==> src/rtl/regfile_ctrl.sv <==
// regfile_ctrl: two-requester round-robin controller for a shared register file.
// Each requester issues single read/write transactions through a req/ack handshake.
// A clear request takes priority over pending requests and pulses the regfile clear for one cycle.
// Every output is registered.
module regfile_ctrl #(
    parameter int AW = 3,
    parameter int DW = 4
) (
    input  logic          clk,
    input  logic          rst_n,
    input  logic          req_a,
    input  logic          we_a,
    input  logic [AW-1:0] addr_a,
    input  logic [DW-1:0] wdata_a,
    output logic          ack_a,
    output logic [DW-1:0] rdata_a,
    input  logic          req_b,
    input  logic          we_b,
    input  logic [AW-1:0] addr_b,
    input  logic [DW-1:0] wdata_b,
    output logic          ack_b,
    output logic [DW-1:0] rdata_b,
    input  logic          clr_req,
    output logic          clr_done,
    output logic          gnt_a,
    output logic          gnt_b,
    output logic          busy,
    output logic          rf_load,
    output logic          rf_clr,
    output logic [AW-1:0] rf_addr,
    output logic [DW-1:0] rf_din,
    input  logic [DW-1:0] rf_q
);

    typedef enum logic [1:0] {IDLE, XFER, CLR, DONE} state_t;

    state_t state;
    logic   rr;       // last tie winner: 0 = A, 1 = B; the other side wins the next tie
    logic   lat_we;   // write flag of the granted command

    logic          any_req;
    logic          tie;
    logic          win_b;
    logic          win_we;
    logic [AW-1:0] win_addr;
    logic [DW-1:0] win_wdata;

    // Pick the winner among pending requesters and mux its command fields.
    always_comb begin
        any_req   = req_a | req_b;
        tie       = req_a & req_b;
        win_b     = tie ? ~rr : req_b;
        win_we    = win_b ? we_b    : we_a;
        win_addr  = win_b ? addr_b  : addr_a;
        win_wdata = win_b ? wdata_b : wdata_a;
    end

    // Controller FSM; all handshake and regfile control outputs are registered here.
    always_ff @(posedge clk or negedge rst_n) begin
        if (!rst_n) begin
            state    <= IDLE;
            rr       <= 1'b1;
            lat_we   <= 1'b0;
            ack_a    <= 1'b0;
            ack_b    <= 1'b0;
            rdata_a  <= '0;
            rdata_b  <= '0;
            clr_done <= 1'b0;
            gnt_a    <= 1'b0;
            gnt_b    <= 1'b0;
            busy     <= 1'b0;
            rf_load  <= 1'b0;
            rf_clr   <= 1'b0;
            rf_addr  <= '0;
            rf_din   <= '0;
        end else begin
            case (state)
                IDLE: begin
                    if (clr_req) begin
                        // A clear is served before any pending transaction.
                        state  <= CLR;
                        rf_clr <= 1'b1;
                        busy   <= 1'b1;
                    end else if (any_req) begin
                        state   <= XFER;
                        busy    <= 1'b1;
                        gnt_a   <= ~win_b;
                        gnt_b   <= win_b;
                        lat_we  <= win_we;
                        rf_addr <= win_addr;
                        rf_din  <= win_wdata;
                        rf_load <= win_we;
                        if (tie) begin
                            rr <= win_b;
                        end
                    end
                end
                XFER: begin
                    // Reads capture the regfile output; writes return the written data.
                    state   <= DONE;
                    rf_load <= 1'b0;
                    if (gnt_a) begin
                        ack_a   <= 1'b1;
                        rdata_a <= lat_we ? rf_din : rf_q;
                    end
                    if (gnt_b) begin
                        ack_b   <= 1'b1;
                        rdata_b <= lat_we ? rf_din : rf_q;
                    end
                end
                CLR: begin
                    state    <= DONE;
                    rf_clr   <= 1'b0;
                    clr_done <= 1'b1;
                end
                DONE: begin
                    state    <= IDLE;
                    ack_a    <= 1'b0;
                    ack_b    <= 1'b0;
                    clr_done <= 1'b0;
                    gnt_a    <= 1'b0;
                    gnt_b    <= 1'b0;
                    busy     <= 1'b0;
                end
                default: begin
                    state <= IDLE;
                end
            endcase
        end
    end

endmodule

==> config.mk <==
export PLATFORM = sky130hd
export DESIGN_NAME = regfile_ctrl
export DESIGN_NICKNAME = d
export VERILOG_FILES = /design/src/rtl/regfile_ctrl.sv
export SDC_FILE = /design/constraint.sdc
export NUM_CORES = 1
export LEC_CHECK = 0
export CAP_MARGIN = 0
export CORE_MARGIN = 2
export CORE_UTILIZATION = 40
export CTS_CLUSTER_SIZE = 20
export DETAILED_ROUTE_END_ITERATION = 6
export DONT_BUFFER_PORTS = 1
export PLACE_DENSITY = 0.62
export SETUP_SLACK_MARGIN = 0.02
export SYNTH_ARGS = -nofsm -noshare
export SYNTH_HDL_FRONTEND = slang
export SYNTH_SLANG_ARGS = --single-unit
==> constraint.sdc <==
create_clock -name clk -period 2.1 [get_ports clk]
set_input_delay 0.315 -clock clk [delete_from_list [all_inputs] [get_ports clk]]
set_output_delay 0.315 -clock clk [all_outputs]
set_load 0.01 [all_outputs]
# Word-level counts from Yosys, hierarchy flattened
# Cells that the tools add are included.
# op_classes
n_reduce_logical,17
mux,27
eq_ne,9
n_bitwise,5
# op_table
cell,count
$pmux 1 s2,8
$mux 1,13
$reduce_and 2->1,6
$ne 2x2->1 const B,5
$reduce_bool 2->1,5
$reduce_and 3->1,3
$mux 4,2
$pmux 2 s3,1
$eq 2x2->1 const B,2
$mux 2,2
$reduce_and 4->1,1
$mux 3,1
$ne 3x3->1 const B,1
$not 1->1,3
$eq 2x1->1 const B,1
$logic_not 2->1,1
$reduce_or 2->1,1
$and 1x1->1,1
$or 1x1->1,1
# word_totals
input_bits,25
regBits,27
elab_cells,73
output_inout_bits,23

# Longest topological paths before layout
# logic_depth
word_depth,6
ltp_mapped,6
mapped_depth_nobuf,5

# Worst setup path after synthesis
# Ideal clock, no wire load.
# synth_timing
path_kind,register to register
from,register state[0]
to,register gnt_a
arrival_ps,1560
path_stages_with_launch,7
required_time_ps,1975
setup_slack_ps,416
setup_time_ps,125
path_buffers,1
period_less_slack_ps,1684
cell_sequence,dfrtp_1 > inv_1 > ha_1 > buf_2 > nor3b_1 > a211oi_1 > mux2_2
# synth_between
elab_chain_cells,3
elab_cells_between_ends,7
cone_classes,eq/ne (3); mux (1); reduce/logical (3)
# synth_lines
item,line,source
from (decl),37,state_t state;
from (signal assigned),61,state <= IDLE;
from (signal assigned),81,state <= CLR;
from (signal assigned),85,state <= XFER;
$eq 2x2->1 / $logic_not 2->1 (equally long branches),77,case (state)
$reduce_bool 2->1 (no source line) / $ne 2x2->1 (equally long branches),n/a,
$reduce_and 3->1 (no source line),n/a,
to (signal assigned),87,gnt_a <= ~win_b;
to (decl),25,"output logic gnt_a,"
# Several ways; a longest one is shown, not always the timed one.
# A chain may end at the register's enable or synchronous reset.

# Worst setup path in the final report
# Same ends and word-level chain as after synthesis.

==> flow_metrics.env <==
export IMPL_slew_viol_final=0
export IMPL_setup_violations=0
export IMPL_post_route_period_util_pct=87.9
export IMPL_synth_cell_type_count=26
export IMPL_synth_area_mm2=0.00133
export IMPL_maxSlewHeadroom_pct=62.2
export IMPL_vias=823
export IMPL_fin_hold_ws_ns=0.131
export IMPL_clock_fmax_ghz=0.542
export IMPL_maxCapViolCount=0
export IMPL_period_minus_slack_ns=1.84
export IMPL_num_antenna_cells=0
export IMPL_ir_worst_vdd_v=0.000651
export IMPL_drive_above_1_share_pct=21.7
export IMPL_fin_cells=159
export IMPL_grt_max_degree=28
export IMPL_dieArea_mm2=0.00381
export IMPL_path_clk_slew_ns=0.14
export IMPL_synth_avg_cell_area_um2=11.6
export IMPL_cts_tree="yes"
export IMPL_rows=20
export IMPL_fp_coreArea_mm2=0.00310
export IMPL_worstMarginPinSlew_ns=0.563
export IMPL_die_x_um=61.7
export IMPL_syn_to_final_growth_pct=6.29
export IMPL_worst_setup_path_type="register to register"
export IMPL_tns_ns=0
export IMPL_ys_seq_area_share_pct=50.8
export IMPL_htreeDepth=1
export IMPL_fin_nets=147
export IMPL_critPathLaunchType="register"
export IMPL_min_path_type="input pin to register"
export IMPL_layout_common_cells="dfrtp_1 (26), mux2_2 (17), nor2_1 (14), a21oi_1 (14), mux2i_1 (7)"
export IMPL_finalClockSkew_ns=0.00144
export IMPL_track_usage_pct=13.4
export IMPL_ys_seq_elements=27
export IMPL_cts_root_buf="clkbuf_4"
export IMPL_start_util_pct=43.0
export IMPL_avgViaCountPerCell=5.18
export IMPL_rsz0062_at_grt="false"
export IMPL_busiest_layer="met2"
export IMPL_syn_nets=146
export IMPL_utilization_pct=45.7
export IMPL_met1_usage_pct=15.5
export IMPL_gp_congestion=0.727
export IMPL_antenna_found_initial=0
export IMPL_grt_pass1_vias=826
export IMPL_yosysWarnings=0
export IMPL_hold_viol_final=0
export IMPL_cts_resized=0
export IMPL_ant_nets=0
export IMPL_io_pins=48
export IMPL_powerDensity_mw_per_mm2=1460
export IMPL_drc=0
export IMPL_dp_hpwl_um=1960
export IMPL_status="complete, no violations"
export IMPL_grt_ovfl_total=0
export IMPL_final_common_cell="dfrtp_1"
export IMPL_cts_inserted_buffers=3
export IMPL_wirelength_um=2510
export IMPL_critPathRequiredTime_ns=2.33
export IMPL_path_max_fanout=9
export IMPL_placement_io_buffers=0
export IMPL_grtUsageMet2_pct=23.6
export IMPL_worstPathArrival_ns=2.07
export IMPL_wl_per_cell_um=15.8
export IMPL_drtPass1Iterations=2
export IMPL_clkLatencyLatePin_ns=0.32
export IMPL_end_kind="register"
export IMPL_grt_use_met3_pct=3.31
export IMPL_dp_cells=153
export IMPL_numClockSinks=27
export IMPL_p_leak_nw=0.596
export IMPL_netlist_instances=115
export IMPL_drt_iter0_drc=15
export IMPL_postCtsSetupRepairBufs=0
export IMPL_grt_pass1_wl_um=3730
export IMPL_die_h_um=61.7
export IMPL_clk_path_buf_depth=2
[layer usage]
layer  part of all wire [%]  routed length [um]  up-vias
met4                    1.1                  27        0
met1                     39                 980      394
li1                       -                   -      401
met5                      0                   0        -
met2                     53                1340       24
met3                    6.3                 159        4
[stage by stage]
step                area, um^2  power [mW]  setup slack (ns)
detailed placement        1360        1.85             0.283
floorplan                 1330        1.69             0.416
CTS                       1420        2.10             0.263
global route              1420        2.23             0.151
global placement          1360        1.80             0.378
finish                    1420        2.06             0.255
[cell families (layout without fill, tap and decap cells)]
| family | count (synthesis) | in the layout | share of synthesized area [%] |
|---|---|---|---|
| DFF | 27 | 27 | 50.8 |
| and+or+nand+nor | 24 | 24 | 9.57 |
| AOI/OAI and AO/OA | 23 | 23 | 10.3 |
| muxes | 24 | 24 | 19.6 |
| xor gates and xnor gates | 1 | 1 | 0.657 |
| buffers and inverters | 10 | 10 | 3.47 |
| adders and majority gates | 6 | 6 | 5.63 |
[critical path: stages, from the launching register on]
cell	delay (ns)
dfrtp_1	0.43
inv_1	0.11
ha_1	0.32
nor3b_1	0.20
a211oi_1	0.30
mux2_2	0.38
[cell usage after synthesis]
cell type	number	share of area (%)
o2bb2ai_1	2	1.3
buf_2	1	0.37
nor3b_4	1	1.4
dfstp_2	1	2.0
ha_1	6	5.6
o21ai_0	2	0.75
o22ai_1	2	0.94
xnor2_1	1	0.66
o41ai_1	1	0.66
dfrtp_1	26	49
a211oi_1	1	0.56
nand3b_1	1	0.56
nor2b_1	1	0.47
a21oi_1	14	5.3
buf_6	1	0.84
nand2_1	2	0.56
nor3b_1	1	0.56
mux2i_1	7	5.3
or3_1	1	0.47
and2_1	2	0.94
nor2_1	14	3.9
mux2_2	17	14
nand4b_1	1	0.66
inv_1	4	1.1
a21boi_2	1	0.84
clkbuf_1	4	1.1
[layout make-up]
cell class                 count  area [um^2]
multi-input combinational     78          611
timing repair buffer           2         30.0
inverter                       4         15.0
clock inverter                 1         7.51
tap                           44         55.1
clock buffer                   3         22.5
sequential                    27          677
fill                         319         1690
[sequential cells by signal, summed over array words and instances (netlist names)]
signal and cells:
ack_a 1, ack_b 1, busy 1, clr_done 1, gnt_a 1, gnt_b 1, lat_we 1, rdata_a 4
rdata_b 4, rf_addr 3, rf_clr 1, rf_din 4, rf_load 1, rr 1, state 2
[worst paths after layout]
path	cells after the start	slack, ns	to	from
setup / recovery	5	0.26	gnt_a	state[0]
hold / removal	2	0.13	rr	req_a
setup reg to reg	5	0.26	gnt_a	state[0]
hold reg to reg	1	0.51	rr	rr
max in group asynchronous	2	1.45	rr	rst_n
min in group asynchronous	2	0.43	busy	rst_n
[where the power goes]
group | internal [mW] | switching (mW) | total, mW
clock network | 0.0728 | 0.154 | 0.227
logic | 0.378 | 0.360 | 0.738
registers | 0.780 | 0.319 | 1.10
total | 1.23 | 0.833 | 2.06
[timing repair]
action                                  4_1_cts  5_1_grt
endpoints found under the hold margin        27        0
endpoints found under the setup margin        0        0
hold buffers                                  2        0
No activity file was read; power rests on OpenSTA's default activity.
